$ cat src/rtl/corefifo_wr_ptr_gray_enc_if.sv
// Write-side pointer bus for the async FIFO: write request and synchronised read pointer in,
// RAM write controls, Gray write pointer and fill status out.
interface corefifo_wr_ptr_gray_enc_if #(
  parameter int unsigned ADDRWIDTH = 3
);
  logic                 wr_en;
  logic [ADDRWIDTH:0]   rd_ptr_gray_syn;
  logic [ADDRWIDTH-1:0] wr_addr;
  logic                 wr_we;
  logic [ADDRWIDTH:0]   wr_ptr_gray;
  logic                 full;
  logic                 almost_full;
  logic                 overflow;
  logic [ADDRWIDTH:0]   wr_count;

  modport master (
    output wr_en,
    output rd_ptr_gray_syn,
    input  wr_addr,
    input  wr_we,
    input  wr_ptr_gray,
    input  full,
    input  almost_full,
    input  overflow,
    input  wr_count
  );

  modport slave (
    input  wr_en,
    input  rd_ptr_gray_syn,
    output wr_addr,
    output wr_we,
    output wr_ptr_gray,
    output full,
    output almost_full,
    output overflow,
    output wr_count
  );
endinterface

$ cat src/rtl/corefifo_wr_ptr_gray_enc.sv
// Write-domain pointer engine: binary write pointer, registered Gray pointer for CDC, and
// full / almost_full / overflow / fill count derived from the synchronised read Gray pointer.
module corefifo_wr_ptr_gray_enc #(
  parameter int unsigned ADDRWIDTH    = 3,
  parameter int unsigned AFULL_THRESH = 6
) (
  input logic                        clk,
  input logic                        reset_n,
  corefifo_wr_ptr_gray_enc_if.slave  bus
);
  localparam int unsigned PtrW = ADDRWIDTH + 1;
  // Full when the write pointer is one lap ahead: top two Gray bits inverted, rest equal.
  localparam logic [PtrW-1:0] FullMask = PtrW'(3) << (PtrW - 2);

  logic [PtrW-1:0] wr_ptr_bin_q, wr_ptr_bin_d;
  logic [PtrW-1:0] wr_ptr_gray_q, wr_ptr_gray_d;
  logic [PtrW-1:0] wr_count_q, wr_count_d;
  logic            full_q, full_d;
  logic            almost_full_q, almost_full_d;
  logic            overflow_q, overflow_d;
  logic [PtrW-1:0] rd_bin;
  logic            acc;

  assign acc = bus.wr_en & ~full_q & reset_n;

  always_comb begin
    rd_bin = '0;
    rd_bin[PtrW-1] = bus.rd_ptr_gray_syn[PtrW-1];
    for (int i = PtrW - 1; i > 0; i--) begin
      rd_bin[i-1] = rd_bin[i] ^ bus.rd_ptr_gray_syn[i-1];
    end
  end

  always_comb begin
    wr_ptr_bin_d  = wr_ptr_bin_q + PtrW'(acc);
    wr_ptr_gray_d = wr_ptr_bin_d ^ (wr_ptr_bin_d >> 1);
    wr_count_d    = wr_ptr_bin_d - rd_bin;
    full_d        = (wr_ptr_gray_d == (bus.rd_ptr_gray_syn ^ FullMask));
    almost_full_d = (wr_count_d >= PtrW'(AFULL_THRESH));
    overflow_d    = bus.wr_en & full_q;
  end

  always_ff @(posedge clk) begin
    if (!reset_n) begin
      wr_ptr_bin_q  <= '0;
      wr_ptr_gray_q <= '0;
      wr_count_q    <= '0;
      full_q        <= 1'b0;
      almost_full_q <= 1'b0;
      overflow_q    <= 1'b0;
    end else begin
      wr_ptr_bin_q  <= wr_ptr_bin_d;
      wr_ptr_gray_q <= wr_ptr_gray_d;
      wr_count_q    <= wr_count_d;
      full_q        <= full_d;
      almost_full_q <= almost_full_d;
      overflow_q    <= overflow_d;
    end
  end

  assign bus.wr_addr     = wr_ptr_bin_q[ADDRWIDTH-1:0];
  assign bus.wr_we       = acc;
  assign bus.wr_ptr_gray = wr_ptr_gray_q;
  assign bus.full        = full_q;
  assign bus.almost_full = almost_full_q;
  assign bus.overflow    = overflow_q;
  assign bus.wr_count    = wr_count_q;
endmodule
$ cat src/flat_wrapper.sv
// flat-port wrapper written by rule: the top's interface ports become plain ports
module corefifo_wr_ptr_gray_enc_flat 
#(
  parameter int unsigned ADDRWIDTH    = 3,
  parameter int unsigned AFULL_THRESH = 6
)
  (clk, reset_n, bus_wr_en, bus_rd_ptr_gray_syn, bus_wr_addr, bus_wr_we, bus_wr_ptr_gray, bus_full, bus_almost_full, bus_overflow, bus_wr_count);
  corefifo_wr_ptr_gray_enc_if #(.ADDRWIDTH(ADDRWIDTH)) bus_i ();
  input logic clk;
  input logic reset_n;
  input wire logic [$bits(bus_i.wr_en)-1:0] bus_wr_en;
  input wire logic [$bits(bus_i.rd_ptr_gray_syn)-1:0] bus_rd_ptr_gray_syn;
  output wire logic [$bits(bus_i.wr_addr)-1:0] bus_wr_addr;
  output wire logic [$bits(bus_i.wr_we)-1:0] bus_wr_we;
  output wire logic [$bits(bus_i.wr_ptr_gray)-1:0] bus_wr_ptr_gray;
  output wire logic [$bits(bus_i.full)-1:0] bus_full;
  output wire logic [$bits(bus_i.almost_full)-1:0] bus_almost_full;
  output wire logic [$bits(bus_i.overflow)-1:0] bus_overflow;
  output wire logic [$bits(bus_i.wr_count)-1:0] bus_wr_count;
  assign bus_i.wr_en = bus_wr_en;
  assign bus_i.rd_ptr_gray_syn = bus_rd_ptr_gray_syn;
  assign bus_wr_addr = bus_i.wr_addr;
  assign bus_wr_we = bus_i.wr_we;
  assign bus_wr_ptr_gray = bus_i.wr_ptr_gray;
  assign bus_full = bus_i.full;
  assign bus_almost_full = bus_i.almost_full;
  assign bus_overflow = bus_i.overflow;
  assign bus_wr_count = bus_i.wr_count;
  corefifo_wr_ptr_gray_enc #(.ADDRWIDTH(ADDRWIDTH), .AFULL_THRESH(AFULL_THRESH)) u_core (.clk(clk), .reset_n(reset_n), .bus(bus_i));
endmodule
$ cat config.mk
export PLATFORM = sky130hd
export DESIGN_NAME = corefifo_wr_ptr_gray_enc_flat
export DESIGN_NICKNAME = d
export VERILOG_FILES = /design/src/rtl/corefifo_wr_ptr_gray_enc_if.sv /design/src/rtl/corefifo_wr_ptr_gray_enc.sv /design/src/flat_wrapper.sv
export SDC_FILE = /design/constraint.sdc
export NUM_CORES = 1
export LEC_CHECK = 0
export ABC_AREA = 1
export ABC_CLOCK_PERIOD_IN_PS = 2100
export BUFFER_PORTS_ARGS = -buffer_cell sky130_fd_sc_hd__buf_2
export CAP_MARGIN = 40
export CORE_MARGIN = 3
export CORE_UTILIZATION = 47
export CTS_BUF_LIST = sky130_fd_sc_hd__clkbuf_8
export DETAILED_ROUTE_END_ITERATION = 7
export PLACE_DENSITY_LB_ADDON = 0.12
export SYNTH_ARGS = -nofsm -noshare
export SYNTH_HDL_FRONTEND = slang
export SYNTH_SLANG_ARGS = --single-unit
export TNS_END_PERCENT = 1
$ cat constraint.sdc
create_clock -name clk -period 2.1 [get_ports clk]
set_clock_uncertainty 0.1 [all_clocks]
set_input_delay 0.42 -clock clk [delete_from_list [all_inputs] [get_ports clk]]
set_output_delay 0.42 -clock clk [all_outputs]
set_load 0.02 [all_outputs]
# Word level (Yosys, flattened, before mapping)
# Cells that the tools add are included.
# Widths: inputs -> output; s select.
# classes
magnitude_cmp	1
n_shift	0
multipliers	0
div	0
add_sub_neg	2
eq_ne	1
muxes	0
n_bitwise	9
reduce_logical	0
# ops
op	count
$add 4x1->4	1
$eq 4x4->1	1
$ge 4x3->1 const B	1
$sub 4x4->4	1
$xor 4x3->4	1
$and 1x1->1	3
$xor 1x1->1	3
$not 2->2	1
$not 1->1	1
# totals
inputBits	7
latchBits	0
n_memories	0
romBits	0
out_inout_bits	15
wordCells	19
ff_bits	15
mem_bits_rw	0

# Longest topological paths before layout
# Gate-level depths: netlist (run 1).
# logic_depth
word_depth	6
depth_mapped	14
mapped_depth_nobuf	14

# Worst setup path after synthesis (run 1)
# Ideal clock, no wire load.
# synth_path
path_kind	input-to-reg
start	in bus_wr_en
end	reg u_core.almost_full_q (netlist: u_core.bus.almost_full)
n_path_buf	0
required_time_ns	1.885
cell_stages	13
setup_time_ns	0.115
arrival_time_ns	2.258
setup_slack_ns	-0.373
cell_sequence	nand2_1 > nor2_1 > ha_1 > ha_1 > inv_1 > nand2_1 > nand2_1 > ha_1 > a21oi_1 > nor2b_1 > nand3_1 > nand3_1 > nand2_1
# synth_via
elab_chain_cells	5
# synth_lines
element	line_no	text
start, declared	flat_wrapper.sv:11	input wire logic [$bits(bus_i.wr_en)-1:0] bus_wr_en;
$and 1x1->1 (2 in a row)	corefifo_wr_ptr_gray_enc.sv:24	assign acc = bus.wr_en & ~full_q & reset_n;
net bus_wr_we	flat_wrapper.sv:14	output wire logic [$bits(bus_i.wr_we)-1:0] bus_wr_we;
$add 4x1->4	corefifo_wr_ptr_gray_enc.sv:35	wr_ptr_bin_d = wr_ptr_bin_q + PtrW'(acc);
net u_core.wr_ptr_bin_d[2]	corefifo_wr_ptr_gray_enc.sv:15	logic [PtrW-1:0] wr_ptr_bin_q, wr_ptr_bin_d;
$sub 4x4->4	corefifo_wr_ptr_gray_enc.sv:37	wr_count_d = wr_ptr_bin_d - rd_bin;
$ge 4x3->1	corefifo_wr_ptr_gray_enc.sv:39	almost_full_d = (wr_count_d >= PtrW'(AFULL_THRESH));
end signal, assigned	corefifo_wr_ptr_gray_enc.sv:56	almost_full_q <= almost_full_d;
end, declared	corefifo_wr_ptr_gray_enc.sv:19	logic almost_full_q, almost_full_d;
# The timed path passes the listed nets, and every way through them passes these cells.
# A chain may end at the register's enable or synchronous reset.

# Worst setup path after layout (run 1)
# layout_path
start	reg u_core.full_q (netlist: u_core.bus.full)
end	reg u_core.almost_full_q (netlist: u_core.bus.almost_full)
# layout_via
elab_chain_cells	6
# layout_lines
element	line_no	text
start, declared	corefifo_wr_ptr_gray_enc.sv:18	logic full_q, full_d;
start signal, assigned	corefifo_wr_ptr_gray_enc.sv:55	full_q <= full_d;
$not 1->1	corefifo_wr_ptr_gray_enc.sv:24	
$and 1x1->1 (2 in a row)	corefifo_wr_ptr_gray_enc.sv:24	
$add 4x1->4	corefifo_wr_ptr_gray_enc.sv:35	
net u_core.wr_ptr_bin_d[2]	corefifo_wr_ptr_gray_enc.sv:15	
$sub 4x4->4	corefifo_wr_ptr_gray_enc.sv:37	
$ge 4x3->1	corefifo_wr_ptr_gray_enc.sv:39	
# The timed path passes the listed nets, and every way through them passes these cells.

==> impl_metrics.json, run 1 <==
{
  "critPathMaxStageDelay_ns": 0.39,
  "ys_dominant_reg_cell": "sky130_fd_sc_hd__dfxtp_1",
  "ios": 22,
  "detail_route.drc_violations": 0,
  "diodes": 0,
  "setup_viol": 0,
  "setup_repair_after_global_routing_missed_its_margin": "no",
  "number_of_flops_mapped_to_enable_cells_by_yosys": 0,
  "detail_route.iter0.violations": 14,
  "vdd_ir_drop_max_mv": 0.667,
  "async_flop_share": 0,
  "cell_by_cell_trace_of_the_critical_path": "nor2_4 -> ha_4 -> ha_4 -> inv_1 -> nand2_1 -> nand2_2 -> ha_4 -> a21oi_2 -> nor2b_1 -> nand3_1 -> nand3_1 -> nand2_1",
  "synthDominantCellAreaShare": 0.380,
  "synth.net_count": 116,
  "finalPower_mw": 0.787,
  "multi_input_comb_area_um2": 464,
  "share_of_the_yosys_chip_area_belonging_to_registers": 0.380,
  "post_synth_instance_area_um2": 738,
  "grt_max_degree": 10,
  "netlist.top_cell.by_area": "sky130_fd_sc_hd__dfxtp_1",
  "worst-r2r-cell-count": 12,
  "hold_viol_final": 0,
  "die_height_um": 45.6,
  "setup.worst_path.end_class": "flop",
  "detailed_place_hpwl_um": 1320,
  "tritoncts": "yes",
  "grt.total_usage": 0.206,
  "cts-buffers-inserted": 3,
  "finish.net_count": 152,
  "synth.distinct_cells": 18,
  "yosysWarningCount": 0,
  "finalWirelength_um": 1660,
  "crit_arrival_ns": 2.00,
  "clock_insertion_delay_worst_skew_ns": 0.25,
  "fp.dieW_um": 45.6,
  "ant_nets": 0,
  "drt-pass1-iter-count": 4,
  "core_region_area_um2": 1380,
  "postSynthCellCount": 103,
  "cts_sinks": 14,
  "fin_area_um2": 1050,
  "layout.filler_cells": 105,
  "routed-via-count": 759,
  "cap_violations": 0,
  "synthTopCellsByArea": "sky130_fd_sc_hd__dfxtp_1 38%, sky130_fd_sc_hd__nand2_1 17%, sky130_fd_sc_hd__ha_1 8.5%",
  "clock_tree.htree_level_count": 1,
  "wl_per_cell_um": 10.9,
  "clk_pin_slew_ns": 0.06,
  "post_route_cells_drive_above_1_share": 0.312,
  "first_pass_grt_wire_length_um": 3040,
  "antenna_found_initial": 0,
  "cell_types_with_the_highest_counts_after_synthesis": "34 x sky130_fd_sc_hd__nand2_1, 14 x sky130_fd_sc_hd__dfxtp_1, 14 x sky130_fd_sc_hd__inv_1, 13 x sky130_fd_sc_hd__nor2_1, 9 x sky130_fd_sc_hd__nand3_1",
  "worstHoldPathCells": 3,
  "holdCritPathClass": "input port to flop",
  "cts_setup_buffers": 0,
  "min_period_ns": 1.96,
  "initial_utilization": 0.534,
  "crit_fanout": 3,
  "static-leakage-power_nw": 0.572,
  "max_slew_margin": 0.812,
  "via_count_of_the_first_global_routing_pass": 761,
  "gp_congestion": 0.825,
  "via_per_inst": 4.96,
  "critPathKind": "flop to flop",
  "slowest_stage": "sky130_fd_sc_hd__dfxtp_1",
  "cts-root-to-sink-buffers": 2,
  "port_buffers": 21,
  "flow.area_growth_from_synthesis_pct": 42.9,
  "globalRoute.totalOverflow": 0,
  "syn_area_per_cell_um2": 7.17,
  "crit_path_start_kind": "flop",
  "yosys_register_bits": 14,
  "pwr_density_cell_nw_per_um2": 746,
  "place_area_um2": 988,
  "max_clock_freq_mhz": 510,
  "max_slew.worst_pin.slew_ns": 0.281,
  "fp.dieArea_um2": 2080,
  "final-max-slew-violation-count": 0,
  "cts_root_buf": "sky130_fd_sc_hd__clkbuf_8",
  "placement_rows": 13,
  "seq_area_um2": 280,
  "layout_worst_path_cycle_share": 0.934,
  "yosysMostFrequentCell": "sky130_fd_sc_hd__nand2_1",
  "status": "complete, no violations",
  "critPathRequiredTime_ns": 2.14,
  "crit_top_cell": "sky130_fd_sc_hd__ha_4"
}
[routing by layer]
metal / share of wire / global-route usage
met1: 0.44 / 0.246
met2: 0.48 / 0.340
met3: 0.064 / 0.0474
met4: 0.022 / 0.105
met5: 0 / 0
[cell usage in the layout (no fill, tap or decap), drive strengths merged]
cell type  count
nor2b          1
a21oi          2
ha             5
clkinv         1
inv           14
nand3b         1
buf           31
fa             1
and2           1
o21ai          1
xor2           2
nor2          13
clkbuf         4
dfxtp         14
nand3          9
nand2         34
xnor2          2
nand4          2
[kinds of logic after synthesis]
kind of cell | count (synthesis) | synth area share
adder cells (fa/ha/maj) | 6 | 0.112
XOR/XNOR | 4 | 0.0678
AO/OA/AOI/OAI | 3 | 0.0203
buffers and inverters | 15 | 0.0763
AND/OR/NAND/NOR | 61 | 0.344
flip-flops | 14 | 0.380
[worst paths after layout]
path	slack, ns	endpoint	from
min reg2reg	0.40	u_core.bus.overflow$_SDFF_PN0_	u_core.bus.full$_SDFF_PN0_
max	0.14	u_core.bus.almost_full$_SDFF_PN0_	u_core.bus.full$_SDFF_PN0_
min	0.31	u_core.bus.overflow$_SDFF_PN0_	bus_wr_en
max reg2reg	0.14	u_core.bus.almost_full$_SDFF_PN0_	u_core.bus.full$_SDFF_PN0_
[cell type report]
class                   count  share of cell area
repair buffers             31               0.171
well taps                  15              0.0178
flip-flops and latches     14               0.266
clock buffers               4              0.0522
inverters                  15              0.0534
multi-input cells          74               0.440
[sequential cells by signal, summed over array words and instances (netlist names)]
signal,count
u_core.bus.full,1
u_core.bus.wr_ptr_gray,4
u_core.wr_ptr_bin_q,3
u_core.bus.wr_count,4
u_core.bus.overflow,1
u_core.bus.almost_full,1
[report_power, final]
group | leakage (nW) | internal [mW] | switching, mW
clock network | 0.0288 | 0.166 | 0.0966
registers | 0.115 | 0.292 | 0.00774
logic | 0.428 | 0.0968 | 0.127
[worst max-delay path, delay by kind of cell (launching register included)]
family / cells / cell delay (ns)
buf+inv: 1 / 0.07
simple gates: 7 / 0.62
fa+ha+maj: 3 / 0.54
compound gates: 1 / 0.15
flops: 1 / 0.39
[what timing repair did]
| item | CTS | global route |
|---|---|---|
| hold buffers | 0 | 0 |
| resized for setup | 0 | 1 |
| setup endpoints to repair | 0 | 2 |
[per-stage QoR]
| step | cells | utilization | setup TNS [ns] | worst slack, ns | hold slack [ns] |
|---|---|---|---|---|---|
| after detailed placement | 149 | 0.715 | -0.346 | -0.126 | 0.391 |
| after global placement | 149 | 0.715 | -0.205 | -0.0901 | 0.375 |
| final | 153 | 0.763 | 0 | 0.138 | 0.309 |
| after global routing | 153 | 0.763 | 0 | 0.000282 | 0.317 |
| after CTS | 153 | 0.755 | 0 | 0.0910 | 0.311 |
| after floorplan | 103 | - | 0 | 0.00166 | 0.413 |
Note: power is estimated with default switching activity, not from simulation.
==> inputs of run 2 (changes only) <==
Settings changed: ABC_CLOCK_PERIOD_IN_PS 2100 to 1890, CORE_UTILIZATION 47 to 52, CTS_CLUSTER_SIZE from default to 30.
Clock period 2.1 ns to 1.89 ns, I/O delays scaled along.
==> run 2 against run 1 <==
Against the previous run:
- via count rose by 41%
- hold slack improved by 0.049 ns
- die area fell by 8.4%
- register-to-register slack got worse by 0.34 ns
- highest routed layer unchanged
- worst setup slack got worse by 0.34 ns
- critical path type is now input port to flop
- the run now ends with setup timing left
- non-clock buffer count rose by 7
- critical path depth did not move
- global-route usage rose by 10 points
==> impl_metrics.json, run 2 (synthesis results as in run 1) <==
{
  "max_clock_freq_mhz": 477,
  "pwr_density_cell_nw_per_um2": 865,
  "cell_by_cell_trace_of_the_critical_path": "buf_2 -> xnor2_4 -> xor2_2 -> xor2_1 -> ha_2 -> buf_4 -> buf_4 -> nor2_1 -> nor2b_1 -> nand3_1 -> nand3_2 -> nand2_1",
  "detail_route.drc_violations": 0,
  "antenna_found_initial": 0,
  "die_height_um": 43.7,
  "diodes": 0,
  "setup_repair_after_global_routing_missed_its_margin": "yes",
  "cts_sinks": 14,
  "global_route.usage.met3": 0.0415,
  "busiest_layer": "met2",
  "cap_violations": 0,
  "grt_max_degree": 10,
  "reg2reg_setup_slack_ns": -0.20,
  "cts_root_buf": "sky130_fd_sc_hd__clkbuf_8",
  "critPathRequiredTime_ns": 1.94,
  "timing.hold.ws_ns": 0.357,
  "clk_pin_slew_ns": 0.07,
  "cts-root-to-sink-buffers": 2,
  "detailed_place_hpwl_um": 1440,
  "crit_top_cell": "sky130_fd_sc_hd__buf_4",
  "worstHoldStart": "bus_wr_en",
  "timing.critical_path.buf_inv": 3,
  "fp.dieArea_um2": 1910,
  "r2r-end": "u_core.bus.almost_full$_SDFF_PN0_",
  "max_slew.worst_pin.slew_ns": 0.322,
  "pre_cts_ws_ns": -0.308,
  "via_per_inst": 6.74,
  "status": "complete, but fails checks",
  "ios": 22,
  "place_area_um2": 1040,
  "hold_viol_final": 0,
  "initial_utilization": 0.607,
  "fin_area_um2": 1170,
  "globalRoute.totalOverflow": 0,
  "grt.total_usage": 0.307,
  "setup_ws_ns": -0.206,
  "holdCritPathClass": "input port to flop",
  "worst-r2r-cell-count": 12,
  "clock_tree.htree_level_count": 1,
  "finalPower_mw": 1.02,
  "min_period_ns": 2.10,
  "fp.dieW_um": 43.7,
  "tritoncts": "yes",
  "timing.critical_path.depth": 12,
  "first_pass_grt_wire_length_um": 4210,
  "routed-via-count": 1071,
  "critPathKind": "input port to flop",
  "core_region_area_um2": 1220,
  "slowest_stage": "sky130_fd_sc_hd__xor2_1",
  "timing.rr.start": "u_core.bus.full$_SDFF_PN0_",
  "setup_viol": 2,
  "setup.worst_path.end_class": "flop",
  "layout.filler_cells": 26,
  "max_slew_margin": 0.784,
  "crit_path_start_kind": "input port",
  "vdd_ir_drop_max_mv": 0.649,
  "post_route_cells_drive_above_1_share": 0.428,
  "leading_cell_type_in_the_layout_fill_and_taps_excluded": "sky130_fd_sc_hd__nand2_1",
  "crit_arrival_ns": 2.14,
  "via_count_of_the_first_global_routing_pass": 890,
  "wl_per_cell_um": 24.7,
  "detail_route.iter0.violations": 71,
  "global_routing_met1_resource_utilization": 0.344,
  "gp_congestion": 0.819,
  "timing.critical_path.max_delay_family": "XOR/XNOR gates",
  "final-max-slew-violation-count": 0,
  "drt-pass1-iter-count": 6,
  "layout_worst_path_cycle_share": 1.11,
  "finalWirelength_um": 3920,
  "placement_rows": 12,
  "critPathMaxStageDelay_ns": 0.23,
  "use_met2": 0.564,
  "port_buffers": 21,
  "crit_fanout": 2,
  "finish.net_count": 159,
  "static-leakage-power_nw": 0.626,
  "cts-buffers-inserted": 3,
  "ant_nets": 0,
  "clock_insertion_delay_worst_skew_ns": 0.26,
  "flow.area_growth_from_synthesis_pct": 59.2,
  "worst_hold_path.endpoint": "u_core.bus.overflow$_SDFF_PN0_",
  "violations": "setup timing",
  "worstHoldPathCells": 3,
  "layout.cells.most_common_list": "30 x sky130_fd_sc_hd__nand2_1, 19 x sky130_fd_sc_hd__buf_2, 19 x sky130_fd_sc_hd__buf_4, 13 x sky130_fd_sc_hd__inv_1, 13 x sky130_fd_sc_hd__dfxtp_1"
}
[run 2: how the worst max path moves through the flow]
stage                                    start                           endpoint  slack (ns)
finish                  bus_rd_ptr_gray_syn[3]  u_core.bus.almost_full$_SDFF_PN0_       -0.21
global route            bus_rd_ptr_gray_syn[3]  u_core.bus.almost_full$_SDFF_PN0_       -0.44
CTS                 u_core.bus.full$_SDFF_PN0_  u_core.bus.almost_full$_SDFF_PN0_      -0.007
detailed placement      bus_rd_ptr_gray_syn[3]  u_core.bus.almost_full$_SDFF_PN0_       -0.31
global placement        bus_rd_ptr_gray_syn[3]  u_core.bus.almost_full$_SDFF_PN0_       -0.27
floorplan                            bus_wr_en  u_core.bus.almost_full$_SDFF_PN0_       -0.09
[run 2: layout make-up]
class                   instances  area (µm²)  share of cell area
clock buffers                   4        55.1              0.0469
inverters                      15        56.3              0.0479
multi-input cells              74         527               0.448
flip-flops and latches         14         282               0.240
well taps                      14        17.5              0.0149
repair buffers                 38         238               0.202
[run 2: power breakdown]
part / internal [mW] / leakage (nW) / switching [mW] / total [mW]
Sequential: 0.325 / 0.115 / 0.0150 / 0.340
Clock: 0.185 / 0.0288 / 0.132 / 0.318
Combinational: 0.149 / 0.482 / 0.210 / 0.359
Total: 0.660 / 0.626 / 0.357 / 1.02
[run 2: worst min-delay path: cells and delay by family]
family / cells / cell delay (ns)
simple gates: 2 / 0.15
buf+inv: 1 / 0.14
[run 2: routing by layer]
layer,vias up,share of wire
li1,401,-
met1,469,0.32
met2,136,0.43
met3,65,0.12
met4,0,0.13
met5,-,0
[run 2: what timing repair did]
action | in CTS | in global routing
buffers inserted | 4 | 0
resized for setup | 4 | 9
setup endpoints to repair | 3 | 4
gates cloned | 0 | 0
pin swaps | 9 | 11
hold buffers | 0 | 0
[run 2: per-stage QoR]
| stage | setup TNS (ns) | cells | utilization |
|---|---|---|---|
| 3_3_place_gp | -0.976 | 151 | 0.854 |
| 3_5_place_dp | -1.17 | 151 | 0.854 |
| 5_1_grt | -1.15 | 159 | 0.966 |
| 2_1_floorplan | -0.194 | 103 | - |
| 4_1_cts | -0.00717 | 159 | 0.934 |
| 6_report | -0.363 | 159 | 0.966 |
==> inputs of run 3 (changes only) <==
Settings changed: PLACE_DENSITY from default to 0.8, PLACE_DENSITY_LB_ADDON 0.12 to default.
==> run 3 against run 2 <==
Against the previous run:
- the flow now stops in global routing
- synthesized cell count unchanged
- area after synthesis unchanged
==> impl_metrics.json, run 3 <==
{
  "globalroute.repair_timing.worst_endpoint": "u_core.bus.almost_full$_SDFF_PN0_/D",
  "die_height_um": 43.7,
  "yosys_register_bits": 14,
  "clock_tree.htree_level_count": 1,
  "synth_xor_area_frac": 0.0678,
  "cts-root-to-sink-buffers": 2,
  "detailed_place_hpwl_um": 1530,
  "place.detailed.instances": 150,
  "yosysWarningCount": 0,
  "ys_dominant_reg_cell": "sky130_fd_sc_hd__dfxtp_1",
  "port_buffers": 21,
  "last-stage-reached": "global routing",
  "cell_types_with_the_highest_counts_after_synthesis": "34 x sky130_fd_sc_hd__nand2_1, 14 x sky130_fd_sc_hd__dfxtp_1, 14 x sky130_fd_sc_hd__inv_1, 13 x sky130_fd_sc_hd__nor2_1, 9 x sky130_fd_sc_hd__nand3_1",
  "worst_path_endpoint_category": "register data pin",
  "share_of_the_yosys_chip_area_belonging_to_registers": 0.380,
  "antenna_found_initial": 0,
  "synth_top_family_by_area": "simple AND/OR/NAND/NOR gates",
  "stop_error": "[ERROR DPL-0033] detailed placement checks failed during check placement.",
  "netlist.top_cell.by_area": "sky130_fd_sc_hd__dfxtp_1",
  "number_of_flops_mapped_to_enable_cells_by_yosys": 0,
  "synth.net_count": 116,
  "synth.distinct_cells": 18,
  "status": "did not finish",
  "synthTopCellsByArea": "sky130_fd_sc_hd__dfxtp_1 38%, sky130_fd_sc_hd__nand2_1 17%, sky130_fd_sc_hd__ha_1 8.5%",
  "async_flop_share": 0,
  "synthDominantCellAreaShare": 0.380,
  "place_area_um2": 1030,
  "synth-compound-area-share": 0.0203,
  "syn_area_per_cell_um2": 7.17,
  "cts-buffers-inserted": 3,
  "placement_rows": 12,
  "fp.dieW_um": 43.7,
  "synth.area.mux_share": 0,
  "post_synth_instance_area_um2": 738,
  "ios": 22,
  "hold_buffers": 0,
  "postSynthCellCount": 103,
  "share_of_synthesized_cell_area_in_and_or_nand_and_nor_gates": 0.344,
  "initial_utilization": 0.607,
  "gp_congestion": 0.811,
  "yosysMostFrequentCell": "sky130_fd_sc_hd__nand2_1",
  "share_of_synthesized_cell_area_in_full_adder_half_adder_and_majority_cells": 0.112,
  "cts_sinks": 14,
  "cts_root_buf": "sky130_fd_sc_hd__clkbuf_8",
  "grt_max_degree": 10
}
## run 3: cell counts after synthesis
Identical to the previous run, type by type.
## run 3: metrics by stage
stage,worst slack (ns),utilization
4_1_cts,-0.00454,0.909
3_5_place_dp,-0.326,0.848
3_3_place_gp,-0.255,0.848
2_1_floorplan,-0.0900,-
## run 3: repair_timing
item,CTS
endpoints found under the hold margin,0
pin swaps,2
endpoints found under the setup margin,3
buffers inserted,1
resized for setup,3
## run 3: cells by family after synthesis
logic type | Yosys count
adders and majority gates | 6
and+or+nand+nor | 61
DFF | 14
xor gates and xnor gates | 4
buffers and inverters | 15
AOI/OAI and AO/OA | 3
==> inputs of run 4 (changes only) <==
Settings changed: CORE_AREA from default to 3 3 64 66, CORE_MARGIN 3 to default, CORE_UTILIZATION 52 to default, CTS_BUF_LIST sky130_fd_sc_hd__clkbuf_8 to default, CTS_CLUSTER_SIZE 30 to default, DIE_AREA from default to 0 0 67 69, PLACE_DENSITY 0.8 to default, PLACE_DENSITY_LB_ADDON from default to 0.15.
==> run 4 against run 3 <==
Against the previous run:
- the flow now finishes without violations
==> impl_metrics.json, run 4 (synthesis results as in run 1) <==
{
  "multi_input_comb_area_um2": 508,
  "tritoncts": "yes",
  "via_count_of_the_first_global_routing_pass": 766,
  "finish.net_count": 159,
  "setup_repair_after_global_routing_missed_its_margin": "yes",
  "ios": 22,
  "setup.worst_path.end_class": "flop",
  "cts_root_buf": "sky130_fd_sc_hd__clkbuf_8",
  "critical_path.startpoint": "bus_rd_ptr_gray_syn[2]",
  "post_route_cells_drive_above_1_share": 0.407,
  "hold_viol_final": 0,
  "drt-pass1-iter-count": 4,
  "finalCoreUtilization": 0.330,
  "max_slew.worst_pin.slew_ns": 0.302,
  "crit_top_cell": "sky130_fd_sc_hd__nand2_1",
  "finalPower_mw": 0.912,
  "routed-via-count": 742,
  "wl_per_cell_um": 9.53,
  "timing.rr.start": "u_core.bus.full$_SDFF_PN0_",
  "critPathKind": "input port to flop",
  "layout.cells.most_common_list": "31 x sky130_fd_sc_hd__nand2_1, 19 x sky130_fd_sc_hd__buf_2, 19 x sky130_fd_sc_hd__buf_4, 13 x sky130_fd_sc_hd__inv_1, 13 x sky130_fd_sc_hd__dfxtp_1",
  "fin_area_um2": 1200,
  "first_pass_grt_wire_length_um": 3310,
  "setup_viol": 0,
  "layout_worst_path_cycle_share": 0.999,
  "pwr_density_cell_nw_per_um2": 760,
  "initial_utilization": 0.203,
  "holdCritPathClass": "input port to flop",
  "flow.area_growth_from_synthesis_pct": 62.4,
  "final-max-slew-violation-count": 0,
  "core_region_area_um2": 3630,
  "antenna_found_initial": 0,
  "max_clock_freq_mhz": 529,
  "cell_by_cell_trace_of_the_critical_path": "buf_2 -> xnor2_4 -> xor2_2 -> xor2_1 -> ha_2 -> fa_2 -> nor2_2 -> nand2_1 -> nand2_1",
  "crit_arrival_ns": 1.98,
  "critPathMaxStageDelay_ns": 0.44,
  "leading_cell_type_in_the_layout_fill_and_taps_excluded": "sky130_fd_sc_hd__nand2_1",
  "finalWirelength_um": 1840,
  "cts_sinks": 14,
  "cap_violations": 0,
  "clock_insertion_delay_worst_skew_ns": 0.24,
  "diodes": 0,
  "detail_route.drc_violations": 0,
  "fp.dieW_um": 67,
  "clock_tree.htree_level_count": 1,
  "slowest_stage": "sky130_fd_sc_hd__fa_2",
  "crit_path_start_kind": "input port",
  "min_period_ns": 1.89,
  "cts-buffers-inserted": 3,
  "clk_pin_slew_ns": 0.06,
  "detailed_place_hpwl_um": 1490,
  "layout.filler_cells": 421,
  "crit_fanout": 2,
  "gp_congestion": 0.727,
  "placement_rows": 22,
  "seq_area_um2": 282,
  "via_per_inst": 3.84,
  "ant_nets": 0,
  "worstHoldStart": "bus_wr_en",
  "grt_max_degree": 10,
  "port_buffers": 21,
  "worst-r2r-cell-count": 11,
  "critPathRequiredTime_ns": 1.98,
  "status": "complete, no violations",
  "globalRoute.totalOverflow": 0,
  "die_height_um": 69,
  "static-leakage-power_nw": 0.618,
  "grt.total_usage": 0.0936,
  "place_area_um2": 1090,
  "vdd_ir_drop_max_mv": 0.240,
  "cts-root-to-sink-buffers": 2,
  "hold_buffers": 0,
  "fp.dieArea_um2": 4620,
  "detail_route.iter0.violations": 33,
  "max_slew_margin": 0.797,
  "worstHoldPathCells": 3
}
[run 4: worst max-delay path, delay by kind of cell]
kind,cells,cell delay (ns)
adder cells (fa/ha/maj),2,0.66
XOR/XNOR,3,0.59
buffers and inverters,1,0.13
AND/OR/NAND/NOR,3,0.21
[run 4: power by group]
group	switching, mW	leakage (nW)	internal [mW]	total [mW]
Clock	0.108	0.0288	0.184	0.292
Combinational	0.153	0.474	0.133	0.286
Sequential	0.00859	0.115	0.325	0.334
[run 4: layout make-up]
class	count	share of cell area
Clock buffer	4	0.0459
Inverter	15	0.0470
Sequential cell	14	0.235
Timing Repair Buffer	38	0.198
Multi-Input combinational cell	74	0.424
Tap cell	48	0.0501
[run 4: routing by layer]
metal | share of wire | vias up | GRT usage
met3 | 0.035 | 2 | 0.0163
met5 | 0 | - | 0
met1 | 0.43 | 329 | 0.112
li1 | - | 401 | -
met2 | 0.53 | 10 | 0.156
met4 | 0.012 | 0 | 0.0473
[run 4: worst paths after layout]
path | endpoint | slack, ns
min reg2reg | u_core.bus.overflow$_SDFF_PN0_ | 0.49
min | u_core.bus.overflow$_SDFF_PN0_ | 0.30
max reg2reg | u_core.bus.almost_full$_SDFF_PN0_ | 0.05
max | u_core.bus.almost_full$_SDFF_PN0_ | 0.001
[run 4: what timing repair did]
item,CTS,global route
buffers inserted,2,1
gates resized for setup,3,7
pin swaps,4,3
setup endpoints to repair,3,3
gates cloned,0,0
[run 4: metrics by stage]
| step | instances | setup TNS, ns | hold WS (ns) | worst slack [ns] |
|---|---|---|---|---|
| floorplan | 103 | -0.194 | 0.371 | -0.0900 |
| global placement | 186 | -1.17 | 0.484 | -0.310 |
| detailed placement | 186 | -1.20 | 0.489 | -0.304 |
| CTS | 192 | 0 | 0.299 | 0.00188 |
| global route | 193 | -0.144 | 0.308 | -0.0777 |
| finish | 193 | 0 | 0.304 | 0.00127 |
